[src/rtl/regfile_write_arbiter.sv]
// Round-robin arbiter sharing the register-file write port between NUM_REQ writeback sources.
// Optional read bypass of the in-flight write is enabled by defining RFARB_BYPASS_EN.
module regfile_write_arbiter #(
    parameter int NUM_REQ = 3,
    parameter int ADDR_W  = 3,
    parameter int DATA_W  = 8
) (
    input  logic                      clock,
    input  logic                      reset_n,
    input  logic [NUM_REQ-1:0]        req_valid,
    input  logic [NUM_REQ*ADDR_W-1:0] req_addr,
    input  logic [NUM_REQ*DATA_W-1:0] req_data,
    output logic [NUM_REQ-1:0]        req_ready,
    output logic                      RegWrite,
    output logic [ADDR_W-1:0]         EscReg,
    output logic [DATA_W-1:0]         WriteData,
    output logic [2:0]                grant_id,
`ifdef RFARB_BYPASS_EN
    input  logic [2*ADDR_W-1:0]       byp_raddr,
    output logic [1:0]                byp_hit,
    output logic [DATA_W-1:0]         byp_data,
`endif
    output logic [7:0]                write_count
);

    localparam int unsigned NREQ_U = NUM_REQ;

    // Index reached 'off' steps after 'base', wrapping modulo NUM_REQ.
    function automatic logic [2:0] rr_next(input logic [2:0] base, input int unsigned off);
        int unsigned sum_v;
        sum_v = 32'(base) + off;
        return 3'(sum_v % NREQ_U);
    endfunction

    logic [2:0]         rr_ptr_q,      rr_ptr_d;
    logic               reg_write_q,   reg_write_d;
    logic [ADDR_W-1:0]  esc_reg_q,     esc_reg_d;
    logic [DATA_W-1:0]  write_data_q,  write_data_d;
    logic [2:0]         grant_id_q,    grant_id_d;
    logic [7:0]         write_count_q, write_count_d;

    logic [7:0]         valid_ext_s;
    logic               found_s;
    logic [2:0]         grant_idx_s;
    logic               transfer_s;
    logic [ADDR_W-1:0]  sel_addr_s;
    logic [DATA_W-1:0]  sel_data_s;

    assign valid_ext_s = 8'(req_valid);

    // Round-robin search starting just after the last granted requester.
    always_comb begin
        logic [2:0] idx_v;
        idx_v       = 3'd0;
        found_s     = 1'b0;
        grant_idx_s = 3'd0;
        for (int unsigned off = 1; off <= NREQ_U; off++) begin
            idx_v = rr_next(rr_ptr_q, off);
            if (!found_s && valid_ext_s[idx_v]) begin
                found_s     = 1'b1;
                grant_idx_s = idx_v;
            end else begin
                found_s     = found_s;
            end
        end
    end

    // Grant is suppressed during reset so nothing is handshaken and dropped.
    always_comb begin
        transfer_s = found_s && reset_n;
        if (transfer_s) begin
            req_ready = {{(NUM_REQ-1){1'b0}}, 1'b1} << grant_idx_s;
        end else begin
            req_ready = '0;
        end
    end

    // Address/data mux for the granted requester.
    always_comb begin
        sel_addr_s = '0;
        sel_data_s = '0;
        for (int i = 0; i < NUM_REQ; i++) begin
            if (grant_idx_s == 3'(i)) begin
                sel_addr_s = req_addr[i*ADDR_W +: ADDR_W];
                sel_data_s = req_data[i*DATA_W +: DATA_W];
            end else begin
                sel_addr_s = sel_addr_s;
            end
        end
    end

    // Next-state for the write port, pointer and commit counter.
    always_comb begin
        reg_write_d   = 1'b0;
        esc_reg_d     = esc_reg_q;
        write_data_d  = write_data_q;
        grant_id_d    = grant_id_q;
        rr_ptr_d      = rr_ptr_q;
        write_count_d = write_count_q;
        if (transfer_s) begin
            reg_write_d  = (sel_addr_s != '0);
            esc_reg_d    = sel_addr_s;
            write_data_d = sel_data_s;
            grant_id_d   = grant_idx_s;
            rr_ptr_d     = grant_idx_s;
        end else begin
            reg_write_d  = 1'b0;
        end
        if (reg_write_d && (write_count_q != 8'hFF)) begin
            write_count_d = write_count_q + 8'd1;
        end else begin
            write_count_d = write_count_q;
        end
    end

    // State registers with synchronous active-low reset.
    always_ff @(posedge clock) begin
        if (!reset_n) begin
            rr_ptr_q      <= 3'(NUM_REQ - 1);
            reg_write_q   <= 1'b0;
            esc_reg_q     <= '0;
            write_data_q  <= '0;
            grant_id_q    <= 3'd0;
            write_count_q <= 8'd0;
        end else begin
            rr_ptr_q      <= rr_ptr_d;
            reg_write_q   <= reg_write_d;
            esc_reg_q     <= esc_reg_d;
            write_data_q  <= write_data_d;
            grant_id_q    <= grant_id_d;
            write_count_q <= write_count_d;
        end
    end

    assign RegWrite    = reg_write_q;
    assign EscReg      = esc_reg_q;
    assign WriteData   = write_data_q;
    assign grant_id    = grant_id_q;
    assign write_count = write_count_q;

`ifdef RFARB_BYPASS_EN
    // Forward the pending write to posedge readers ahead of the negedge commit.
    always_comb begin
        byp_data = write_data_q;
        for (int j = 0; j < 2; j++) begin
            byp_hit[j] = reg_write_q && (esc_reg_q == byp_raddr[j*ADDR_W +: ADDR_W])
                         && (esc_reg_q != '0);
        end
    end
`endif

endmodule

[config.mk]
export PLATFORM = sky130hd
export DESIGN_NAME = regfile_write_arbiter
export DESIGN_NICKNAME = d
export VERILOG_FILES = /design/src/rtl/regfile_write_arbiter.sv
export SDC_FILE = /design/constraint.sdc
export NUM_CORES = 1
export LEC_CHECK = 0
export ABC_CLOCK_PERIOD_IN_PS = 5900
export BUFFER_PORTS_ARGS = -buffer_cell sky130_fd_sc_hd__buf_4
export CORE_UTILIZATION = 50
export DETAILED_ROUTE_END_ITERATION = 6
export PLACE_DENSITY = 0.74
export SLEW_MARGIN = 20
export SYNTH_ARGS = -nofsm -noshare
export SYNTH_HDL_FRONTEND = slang
export SYNTH_SLANG_ARGS = --single-unit
[constraint.sdc]
create_clock -name clock -period 5.9 [get_ports clock]
set_clock_uncertainty 0.1 [all_clocks]
set_input_delay 1.18 -clock clock [delete_from_list [all_inputs] [get_ports clock]]
set_output_delay 1.18 -clock clock [all_outputs]
set_load 0.05 [all_outputs]
---- Yosys cells after proc, flatten, opt, wreduce, memory -nomap -nowiden ----
Cells that the tools add are included.
cells by class
  add/sub/neg operators ................... 4
  multiply operators ...................... 0
  divide/modulo/power cells ............... 3
  magnitude comparators ................... 3
  eq/ne operators ......................... 3
  shift-type cells ........................ 1
  mux-type cells .......................... 20
  bitwise logic cells ..................... 0
  reduce and logical (&&, ||, !) cells .... 8
operators with widths
  kind                                                                      number
  32-bit by 2-bit remainder unit with 32-bit output, second input constant  3
  8-bit two-way mux                                                         3
  3-bit two-way mux                                                         7
  3-bit by 4-bit < comparator with 1-bit output, second input constant      3
  1-bit binary-select mux with 3-bit select                                 3
  3-bit by 2-bit adder with 4-bit output, second input constant             2
  8-bit by 1-bit adder with 8-bit output, second input constant             1
  8-bit inequality test, second input constant                              1
  1-bit two-way mux                                                         7
  3-bit by 1-bit adder with 4-bit output, second input constant             1
  1-bit logical AND                                                         4
  3-bit by 1-bit == test with 1-bit output, second input constant           1
  3-bit by 2-bit == test with 1-bit output, second input constant           1
  3-bit zero test                                                           1
  3-bit nonzero test                                                        1
  1-bit by 3-bit left shift with 3-bit output, first input constant         1
  1-bit zero test                                                           2
word-level totals
  bits in registers ....................... 26
  bits in latches ......................... 0
  memory bits (writable) .................. 0
  bits in read-only memories .............. 0
  input bits .............................. 38
  memories kept ........................... 0

---- Depth between registers and ports, before layout ----
Gate-level depths: netlist of the first run.
  depth in word-level cells ............... 18
  gate-level depth with buffers ........... 22
  gate-level depth less buffers ........... 21

---- Least setup slack after synthesis of the first run ----
OpenSTA, ideal clock, no wires.
  path kind ............................... register to output
  start ................................... reg rr_ptr_q[0]
  end ..................................... out req_ready[0]
  arrival ................................. 4,435 ps
  setup slack ............................. 185 ps
  cell stages (with the launch flop) ...... 18
  path buffers ............................ 0
  path through ............................ dfxtp_1 -> inv_1 -> ha_1 -> xnor2_2 -> and2_1 -> ha_1 -> inv_1 -> o211a_1 -> a21oi_1 -> xnor2_1 -> ha_1 -> o32a_1 -> xor2_1 -> nand3_1 -> a2bb2oi_1 -> a21o_1 -> nand3_1 -> a21oi_1
on the way
  word-level cells in the longest chain between the ends .. 13
  elaborated cells on any way between the ends .. 25
  classes of those cells .................. add/sub (3); div (3); shift (1); mux (13); reduce/logical (5)
RTL lines
  element                                                                                  RTL line  RTL
  from (decl)                                                                              35        logic [2:0] rr_ptr_q, rr_ptr_d;
  from (signal assigned)                                                                   119       rr_ptr_q <= 3'(NUM_REQ - 1);
  from (signal assigned)                                                                   126       rr_ptr_q <= rr_ptr_d;
  3-bit by 1-bit adder with 4-bit output                                                   31        sum_v = 32'(base) + off;
  32-bit by 2-bit remainder unit with 32-bit output                                        32        return 3'(sum_v % NREQ_U);
  1-bit binary-select mux with 3-bit select                                                59        if (!found_s && valid_ext_s[idx_v]) begin
  1-bit two-way mux (not written as such)                                                  59
  1-bit two-way mux                                                                        59
  1-bit zero test                                                                          59
  1-bit logical AND                                                                        59
  1-bit two-way mux                                                                        59
  1-bit zero test                                                                          59
  1-bit logical AND                                                                        59
  3-bit two-way mux / 1-bit two-way mux (equally long branches)                            59
  1-bit by 3-bit left shift with 3-bit output / 1-bit logical AND (equally long branches)  72, 70
  3-bit two-way mux *                                                                      71        if (transfer_s) begin
  to (decl)                                                                                13        output logic [NUM_REQ-1:0] req_ready,
Mark *: on every way between the ends. The rest lies on a longest branch, timed or not. The select of a mux whose other input is x is not followed.

---- Worst setup path in the final report of the first run ----
  start ................................... reg rr_ptr_q[0]
  end ..................................... out req_ready[2]
The elaborated chain is that of the path after synthesis.

==> results of run 1 <==
[final cells by class]
cell class	count	area, µm²	share of cell area
clock buffers	4	55.1	0.0185
repair buffers	72	541	0.182
flip-flops and latches	24	487	0.164
multi-input cells	238	1760	0.591
well taps	52	65.1	0.0219
inverters	19	71.3	0.0240
[state kept, by name, indices dropped and copies added (netlist names)]
signal	cells
EscReg	3
RegWrite	1
WriteData	8
grant_id	1
rr_ptr_q	3
write_count	8
[worst reg2reg max path: cells and delay by family, from the launching register on]
family                     cells  cell delay (ns)
xor gates and xnor gates       2             0.42
DFF                            1             0.42
AOI/OAI and AO/OA              3             1.02
buffers and inverters          3             0.48
and+or+nand+nor                7             1.30
adders and majority gates      3             0.83
muxes                          2             0.39
[kinds of logic (layout without fill, tap and decap cells)]
family	count (synthesis)	after routing	synth area share
AND/OR/NAND/NOR	100	100	0.224
AO/OA/AOI/OAI	86	86	0.264
buffers and inverters	28	95	0.0491
flip-flops	24	24	0.210
multiplexers	23	23	0.105
adder cells (fa/ha/maj)	19	19	0.104
XOR/XNOR	10	10	0.0448
[per-layer routing]
layer,GRT usage,share of wire,vias up
li1,-,-,1199
met1,0.341,0.46,1067
met2,0.399,0.45,89
met3,0.0349,0.066,10
met4,0.0867,0.016,0
met5,0,0,-
[power groups by stage]
stage | registers [mW] | clock network (mW) | logic [mW]
final | 0.237 | 0.111 | 1.38
after global routing | 0.243 | 0.122 | 1.51
after CTS | 0.236 | 0.114 | 1.34
after detailed placement | 0.239 | 0 | 1.33
after global placement | 0.239 | 0 | 1.31
after floorplan | 0.354 | 0 | 0.889
[worst paths after layout]
kind                            cells past startpoint                      start  slack (ns)                           to
worst min register to register                      2  WriteData[4]$_SDFFE_PN0P_        0.36    WriteData[4]$_SDFFE_PN0P_
worst max register to register                     20   rr_ptr_q[0]$_SDFFE_PN0P_        0.84  write_count[2]$_SDFFE_PN0P_
worst max-delay path                               17   rr_ptr_q[0]$_SDFFE_PN0P_        0.33                 req_ready[2]
worst min-delay path                                2  WriteData[4]$_SDFFE_PN0P_        0.36    WriteData[4]$_SDFFE_PN0P_
[through the flow]
step	std cells	hold WS, ns	power (mW)	instance area [µm²]
after global placement	403	0.335	1.55	2840
after global routing	409	0.390	1.87	2980
after floorplan	290	0.507	1.24	2290
final	409	0.360	1.72	2980
after detailed placement	403	0.345	1.57	2840
after CTS	407	0.365	1.69	2910
[cells in the final DEF (no fill, tap or decap), types with 3 or more instances in the layout]
cell      netlist  layout
o22ai_1         3       3
nor2b_1         5       5
inv_1          17      17
a31oi_1         5       4
dfxtp_1        24      21
a211oi_1        5       4
nand4_1         3       3
mux2_2          4       4
ha_1           19      16
o21bai_1        3       3
o21ai_0        15      14
nand3_1        14      14
nand2_1        22      22
nor3b_1         4       3
and3_1          3       3
buf_4           2      72
o31ai_1         3       3
clkbuf_8        0       4
a21oi_1        22      20
ha_2            0       3
o211ai_1        4       4
mux2i_1        18      18
nor3_1          5       5
nor2_1         25      25
a21o_1          7       7
xnor2_1         6       5
nand2b_1        7       7
[timing repair]
item | in CTS | in global routing
hold buffers | 0 | 0
pin swaps | 0 | 2
endpoints found under the setup margin | 1 | 3
cloned | 0 | 0
gates resized for setup | 3 | 16
setup buffers | 0 | 2
==> run_results.csv, run 1 <==
group,metric,value,unit
worst_setup_path,crit_required,4.62,ns
worst_setup_path,path_delay_family,"simple AND/OR/NAND/NOR gates",
synth,avgSynthCellArea,7.90,µm²
floorplan,rows,24,
placed_design,dp_hpwl,4.71,mm
worst_setup_path,path_common_cell,"ha_1",
min_path,min-delay-path-class,"reg2reg",
global_route,grt_overflow,0,
power_and_ir_drop,powerDensity,579,nW/µm²
synth,synth_edf_count,0,
floorplan,core,4380,µm²
global_route,first_global_vias,2273,
timing,finalSetupViolCount,0,
synth,ys_warn_count,0,
synth,syn_area,2290,µm²
cells_and_area,fin_util,0.679,
worst_setup_path,cp-start-kind,"flip-flop",
drt,firstDrtPassIters,4,
floorplan,io_pins,64,
synth,synth_flop_cell,"dfxtp_1",
timing,setup_tns,0,ns
synth,synth_cell_types,57,
synth,async_flop_share,0,
worst_setup_path,cpMaxStageDelayCell,"dfxtp_2",
synth,synth-seq-cells,24,
worst_setup_path,crit_path_end_kind,"output port",
timing,finalCritPeriodShare,0.943,
timing,slew_headroom,0.534,
power_and_ir_drop,internal_power,0.822,mW
clock_network,clock_latency,0.26,ns
timing,hold_viol_final,0,
cells_and_area,num-fill-cells,396,
worst_setup_path,arrival,4.29,ns
clock_network,cts_made_buffers,3,
global_route,groute.usage.overall,0.249,
synth,syn_inst,290,
clock_network,htree_levels,1,
cells_and_area,antenna_cells,0,
cells_and_area,final_layout_size_suffix_gt1_frac,0.303,
power_and_ir_drop,combPwrFrac,0.798,
worst_setup_path,critPathKind,"reg2out",
drt,drt-total-wl,5.86,mm
clock_network,cts_tree,"done",
clock_network,cts-root-buf,"clkbuf_8",
drt,drc,0,
power_and_ir_drop,vdd_drop_max,411,µV
drt,vias_per_cell,5.78,
synth,ys_seq_area_frac,0.210,
timing,tightest_slew,0.697,ns
floorplan,die_x,69.7,µm
placed_design,port_buffers,63,
synth,netlist_top_cells_area,"dfxtp_1, ha_1, mux2i_1, a21oi_1, nor2_1",
drt,final_antenna_net_count,0,
global_route,grt_pass1_wl,9.94,mm
power_and_ir_drop,swShare,0.524,
placed_design,dp_worst_setup_slack,0.296,ns
clock_network,path_clk_slew,0.08,ns
run_status,status,"finished, final reports clean",
clock_network,clk_path_buf_depth,2,
synth,synth_top_cell_area_share,0.210,
power_and_ir_drop,power_frac_clock,0.064,
global_route,antenna_found_initial,0,
floorplan,die_h,69.7,µm
worst_setup_path,cp.buffers_inverters,3,
job,cap_viol_max_count,0,
synth,synth_largest_area_cell,"dfxtp_1",
timing,rsz0062_at_grt,"false",
cells_and_area,nNetsFinal,415,
synth,synth_commonest_cells,"nor2_1, dfxtp_1, a21oi_1, nand2_1, ha_1",
drt,num_vias,2365,
floorplan,dieArea,4860,µm²
worst_setup_path,crit_chain,"inv_1 -> ha_1 -> xnor2_4 -> buf_4 -> ha_1 -> or2b_1 -> nand2_1 -> ha_1 -> nor3b_2 -> mux2_4 -> nor2_1 -> nor3_1 -> o31ai_1 -> o221ai_1 -> a41o_1 -> nor2_1 -> buf_4",
timing,fmax,0.180,GHz
timing,layout_min_cycle_time,5.57,ns
global_route,grt_max_degree,21,
power_and_ir_drop,p_seq_frac,0.137,
floorplan,start_util,0.523,
power_and_ir_drop,switching_power,0.903,mW
synth,synth_nets,347,
timing,setup_ws,0.333,ns
clock_network,cts.sinks,24,
placed_design,place.gp.congestion,0.920,
timing,maxSlewViolCount,0,
drt,wire_per_inst,14.3,µm
power_and_ir_drop,p_leak,1.38,nW
synth,synth_most_common_cell,"nor2_1",
worst_setup_path,cp_max_fo,9,
worst_setup_path,max_stage_delay,0.42,ns
cells_and_area,areaGrowthSynthToFinish,29.9,%
drt,drt_iter0_drc,113,
Power figures use the tool's default switching activity.
==> run 2: changes to the inputs <==
--- a/config.mk
+++ b/config.mk
@@ -7,9 +7,9 @@
 export LEC_CHECK = 0
 export ABC_CLOCK_PERIOD_IN_PS = 5900
 export BUFFER_PORTS_ARGS = -buffer_cell sky130_fd_sc_hd__buf_4
-export CORE_UTILIZATION = 50
+export CORE_UTILIZATION = 40
 export DETAILED_ROUTE_END_ITERATION = 6
-export PLACE_DENSITY = 0.74
+export PLACE_DENSITY = 0.61
 export SLEW_MARGIN = 20
 export SYNTH_ARGS = -nofsm -noshare
 export SYNTH_HDL_FRONTEND = slang
==> run 2 against run 1 <==
Effect of this change:
- die area grew 24%
- power grew 4.0%
- setup slack lost 0.070 ns
- count of clock-buffer cells in the layout is the same
- hold slack gained 0.00095 ns
- largest power group unchanged
- cell count grew 6.1%
- sequential share of layout area shrank 0.58 points
==> run_results.csv, run 2 (synthesized netlist as in run 1, its figures left out) <==
group,metric,value,unit
run_status,status,"finished, final reports clean",
timing,maxSlewViolCount,0,
drt,drt-total-wl,6.09,mm
floorplan,start_util,0.416,
timing,hold_viol_final,0,
global_route,grt_pass1_wl,10.2,mm
global_route,first_global_vias,2193,
cells_and_area,layout_common_cells,"buf_4, nor2_1, dfxtp_1, nand2_1, a21oi_1",
cells_and_area,areaGrowthSynthToFinish,34.3,%
worst_setup_path,crit_chain,"inv_1 -> ha_1 -> xnor2_4 -> and2_1 -> ha_2 -> inv_1 -> o211a_1 -> a21oi_2 -> xnor2_2 -> ha_2 -> a21o_1 -> o32a_1 -> xor2_2 -> nand4_1 -> o211ai_4 -> nand2_4 -> nor2_1 -> buf_4",
cells_and_area,nNetsFinal,420,
cells_and_area,num-fill-cells,529,
timing,fmax,0.177,GHz
worst_setup_path,rrSetupSlack,0.91,ns
drt,vias_per_cell,5.34,
placed_design,port_buffers,63,
worst_setup_path,cp_max_fo,10,
timing,rsz0062_at_grt,"false",
worst_setup_path,crit_path_end_kind,"output port",
power_and_ir_drop,powerDensity,583,nW/µm²
timing,slew_headroom,0.673,
timing,tightest_slew,0.488,ns
min_path,worstHoldStart,"WriteData[4]$_SDFFE_PN0P_",
cells_and_area,final_area,3080,µm²
global_route,grt_max_degree,21,
cells_and_area,antenna_cells,0,
drt,drt_iter0_drc,141,
placed_design,place.gp.congestion,0.835,
placed_design,place_area,2870,µm²
floorplan,die_h,77.7,µm
clock_network,clock_latency,0.28,ns
worst_setup_path,cpMaxStageDelayCell,"dfxtp_1",
worst_setup_path,cp.buffers_inverters,3,
cells_and_area,final_layout_size_suffix_gt1_frac,0.323,
drt,wire_per_inst,14.0,µm
clock_network,clk_path_buf_depth,2,
power_and_ir_drop,power.total,1.79,mW
global_route,groute.usage.overall,0.208,
timing,setup_tns,0,ns
power_and_ir_drop,vdd_drop_max,312,µV
clock_network,htree_levels,1,
floorplan,rows,27,
worst_setup_path,arrival,4.36,ns
floorplan,core,5510,µm²
clock_network,cts-root-buf,"clkbuf_8",
global_route,antenna_found_initial,0,
worst_setup_path,critPathKind,"reg2out",
timing,finalSetupViolCount,0,
clock_network,cts_tree,"done",
worst_setup_path,cp-start-kind,"flip-flop",
floorplan,io_pins,64,
clock_network,path_clk_slew,0.09,ns
timing,layout_min_cycle_time,5.64,ns
drt,num_vias,2319,
worst_setup_path,regToRegStartpoint,"rr_ptr_q[0]$_SDFFE_PN0P_",
timing,finalCritPeriodShare,0.955,
worst_setup_path,crit_required,4.62,ns
min_path,min-delay-path-class,"reg2reg",
clock_network,cts.sinks,24,
placed_design,dp_hpwl,4.71,mm
job,cap_viol_max_count,0,
drt,drc,0,
clock_network,cts_made_buffers,3,
global_route,grt_overflow,0,
cells_and_area,layout_commonest_cell,"buf_4",
worst_setup_path,worstSetupStartpoint,"rr_ptr_q[0]$_SDFFE_PN0P_",
worst_setup_path,path_delay_family,"compound AO/OA/AOI/OAI gates",
drt,firstDrtPassIters,4,
floorplan,die_x,77.7,µm
worst_setup_path,max_stage_delay,0.42,ns
floorplan,dieArea,6040,µm²
drt,final_antenna_net_count,0,
power_and_ir_drop,p_leak,1.42,nW
[run 2: cell types whose count changed in the layout (fill, tap and decap cells not counted), sizes merged]
cell	change
buf	+5
[run 2: final cells by class]
| cell class | instances | area, µm² | share of cell area |
|---|---|---|---|
| sequential | 24 | 485 | 0.158 |
| clock buffer | 4 | 55.1 | 0.0179 |
| timing repair buffer | 77 | 578 | 0.188 |
| tap | 72 | 90.1 | 0.0293 |
| inverter | 19 | 71.3 | 0.0232 |
| multi-input combinational | 238 | 1800 | 0.584 |
[run 2: final timing paths]
kind | end | depth (start not counted)
hold reg to reg | WriteData[4]$_SDFFE_PN0P_ | 2
hold / removal | WriteData[4]$_SDFFE_PN0P_ | 2
setup reg to reg | write_count[2]$_SDFFE_PN0P_ | 22
setup / recovery | req_ready[1] | 18
[run 2: worst min-delay path, cell delays in order (launching register included)]
cell	delay (ns)
dfxtp_1	0.34
nand2_1	0.04
o21ai_0	0.05
[run 2: timing repair]
| action | CTS | global route |
|---|---|---|
| endpoints found under the setup margin | 2 | 3 |
| gates resized for setup | 4 | 19 |
| pin swaps | 1 | 2 |
| hold buffers | 0 | 0 |
| buffers inserted | 1 | 5 |
[run 2: power breakdown]
group	internal (mW)	total (mW)	switching [mW]
Sequential	0.207	0.237	0.0298
Clock	0.0598	0.119	0.0593
Combinational	0.592	1.44	0.845
Total	0.859	1.79	0.934
[run 2: per-layer routing]
| layer | up-vias | track usage | share of wire |
|---|---|---|---|
| met1 | 1043 | 0.278 | 0.48 |
| met3 | 4 | 0.0506 | 0.064 |
| li1 | 1206 | - | - |
| met2 | 66 | 0.335 | 0.44 |
| met5 | - | 0 | 0 |
| met4 | 0 | 0.0509 | 0.0076 |
[run 2: through the flow]
stage	hold slack (ns)	std cells	setup slack, ns	utilization
after CTS	0.365	429	0.0385	0.538
after global placement	0.338	424	0.271	0.522
after global routing	0.384	434	0.0103	0.559
after detailed placement	0.344	424	0.239	0.522
final	0.361	434	0.264	0.559
after floorplan	0.507	290	0.185	-
==> run 3: changes to the inputs <==
--- a/config.mk
+++ b/config.mk
@@ -10,6 +10,7 @@
 export CORE_UTILIZATION = 40
 export DETAILED_ROUTE_END_ITERATION = 6
 export PLACE_DENSITY = 0.61
+export SETUP_SLACK_MARGIN = 0.3
 export SLEW_MARGIN = 20
 export SYNTH_ARGS = -nofsm -noshare
 export SYNTH_HDL_FRONTEND = slang
==> run 3 against run 2 <==
Effect of this change:
- clock power grew 24%
- first-iteration DRC count shrank 25%
- critical path depth is the same
- setup slack gained 0.16 ns
- register-to-register slack gained 0.04 ns
- largest power group unchanged
- fmax grew 2.9%
- largest cell class unchanged
- routed wire length grew 1.7%
- flip-flop and latch count is the same
- via count grew 0.99%
- power grew 8.0%
==> run_results.csv, run 3 (synthesized netlist as in run 1, its figures left out) <==
group,metric,value,unit
clock_network,clk_path_buf_depth,2,
floorplan,die_h,77.7,µm
cells_and_area,layout_commonest_cell,"buf_4",
power_and_ir_drop,p_seq_frac,0.123,
worst_setup_path,path_delay_family,"compound AO/OA/AOI/OAI gates",
cells_and_area,layout_common_cells,"buf_4, nor2_1, nand2_1",
timing,layout_min_cycle_time,5.48,ns
clock_network,holdBufCountCts,0,
worst_setup_path,path_common_cell,"ha_1",
drt,wire_per_inst,14.1,µm
power_and_ir_drop,vdd_drop_max,313,µV
cells_and_area,nNetsFinal,424,
min_path,min-delay-path-class,"reg2reg",
worst_setup_path,cp_max_fo,6,
floorplan,die_x,77.7,µm
timing,finalSetupViolCount,0,
drt,drt_iter0_drc,106,
drt,drc,0,
worst_setup_path,arrival,4.20,ns
worst_setup_path,cp-start-kind,"flip-flop",
global_route,grtUsageMet2,0.365,
power_and_ir_drop,swShare,0.505,
timing,hold_viol_final,0,
worst_setup_path,worstSetupStartpoint,"rr_ptr_q[1]$_SDFFE_PN1P_",
global_route,grt_overflow,0,
clock_network,cts-root-buf,"clkbuf_8",
worst_setup_path,cp.buffers_inverters,4,
floorplan,start_util,0.416,
timing,rsz0062_at_grt,"true",
power_and_ir_drop,power_frac_clock,0.076,
global_route,antenna_found_initial,0,
cells_and_area,final_layout_size_suffix_gt1_frac,0.363,
placed_design,place.gp.congestion,0.847,
job,cap_viol_max_count,0,
drt,vias_per_cell,5.35,
drt,final_antenna_net_count,0,
clock_network,cts_made_buffers,3,
clock_network,clock_latency,0.27,ns
floorplan,dieArea,6040,µm²
timing,fmax,0.183,GHz
worst_setup_path,cpMaxStageDelayCell,"o32a_1",
timing,holdWs,0.370,ns
floorplan,io_pins,64,
worst_setup_path,crit_chain,"clkinvlp_4 -> ha_4 -> a21oi_4 -> inv_2 -> ha_1 -> or2b_1 -> nand2_1 -> ha_1 -> nor3b_2 -> mux2_4 -> o32a_1 -> xor2_2 -> nand3_1 -> a2bb2oi_2 -> a21o_1 -> buf_4 -> nor2_4 -> buf_8",
power_and_ir_drop,switching_power,0.978,mW
cells_and_area,antenna_cells,0,
power_and_ir_drop,combPwrFrac,0.801,
placed_design,dp_hpwl,4.71,mm
global_route,grt_pass1_wl,10.2,mm
worst_setup_path,max_stage_delay,0.41,ns
clock_network,path_clk_slew,0.09,ns
clock_network,cts.sinks,24,
min_path,worstHoldStart,"WriteData[0]$_SDFFE_PN0P_",
power_and_ir_drop,powerDensity,600,nW/µm²
global_route,met1_usage,0.257,
placed_design,port_buffers,63,
worst_setup_path,crit_path_end_kind,"output port",
timing,finalCritPeriodShare,0.929,
floorplan,rows,27,
global_route,grt_use_met3,0.0353,
timing,tightest_slew,0.525,ns
global_route,busiest_layer,"met2",
timing,setup_tns,0,ns
cells_and_area,fin_cells,438,
cells_and_area,final_area,3220,µm²
worst_setup_path,regToRegStartpoint,"rr_ptr_q[1]$_SDFFE_PN1P_",
cells_and_area,fin_util,0.586,
worst_setup_path,critPathKind,"reg2out",
drt,firstDrtPassIters,4,
clock_network,cts_tree,"done",
drt,num_vias,2342,
clock_network,htree_levels,1,
drt,drt-total-wl,6.20,mm
placed_design,place_area,2870,µm²
global_route,first_global_vias,2252,
power_and_ir_drop,internal_power,0.957,mW
global_route,grt_max_degree,25,
global_route,groute.usage.overall,0.208,
cells_and_area,areaGrowthSynthToFinish,40.7,%
timing,maxSlewViolCount,0,
timing,slew_headroom,0.647,
run_status,status,"finished, final reports clean",
power_and_ir_drop,p_leak,1.44,nW
placed_design,placed_cells,423,
floorplan,core,5510,µm²
worst_setup_path,crit_required,4.62,ns
==> run 3: cell count changes in the layout (fill, tap and decap cells not counted), moves of 2 or more <==
cell | before | now
ha_1 | 16 | 12
nor2_4 | 0 | 2
dfxtp_4 | 1 | 3
buf_6 | 0 | 3
inv_1 | 17 | 15
ha_4 | 0 | 3
nor2_1 | 25 | 23
==> run 3: worst paths after layout <==
check | slack (ns) | cells after the start | end
worst max-delay path | 0.42 | 18 | req_ready[2]
worst min-delay path | 0.37 | 2 | WriteData[0]$_SDFFE_PN0P_
worst max register to register | 0.95 | 20 | write_count[2]$_SDFFE_PN0P_
worst min register to register | 0.37 | 2 | WriteData[0]$_SDFFE_PN0P_
==> run 3: what timing repair did <==
action                                  in CTS  in global routing
endpoints found under the setup margin       3                  3
gates cloned                                 0                  0
pin swaps                                    3                  9
buffers inserted                             3                  8
resized for setup                           14                 32
endpoints found under the hold margin        0                  0
==> run 3: per-stage QoR <==
stage / total power [mW] / setup slack (ns)
after floorplan: 1.25 / 0.325
after global placement: 1.57 / 0.214
after detailed placement: 1.58 / 0.232
after CTS: 1.78 / 0.306
after global routing: 2.09 / 0.266
final: 1.94 / 0.421
==> run 3: metal layers <==
layer | vias up | part of all wire
met5 | - | 0
met4 | 0 | 0.016
met3 | 9 | 0.052
met2 | 61 | 0.47
met1 | 1062 | 0.46
li1 | 1210 | -
==> run 3: worst min-delay path: stages (launching register included) <==
cell,delay [ns]
dfxtp_1,0.32
nand2_1,0.05
o21ai_0,0.06
==> run 3: power by group through the flow <==
stage / Clock (mW) / Combinational, mW / Sequential (mW)
2_1_floorplan: 0 / 0.897 / 0.354
3_3_place_gp: 0 / 1.33 / 0.238
3_5_place_dp: 0 / 1.34 / 0.239
4_1_cts: 0.150 / 1.39 / 0.237
5_1_grt: 0.156 / 1.69 / 0.245
6_report: 0.147 / 1.55 / 0.238
==> run 3: final cells by class <==
type,count,area [µm²]
Clock buffer,3,41.3
Clock inverter,1,30.0
Fill cell,545,2280
Inverter,19,75.1
Multi-Input combinational cell,238,1870
Sequential cell,24,492
Tap cell,72,90.1
Timing Repair Buffer,81,627
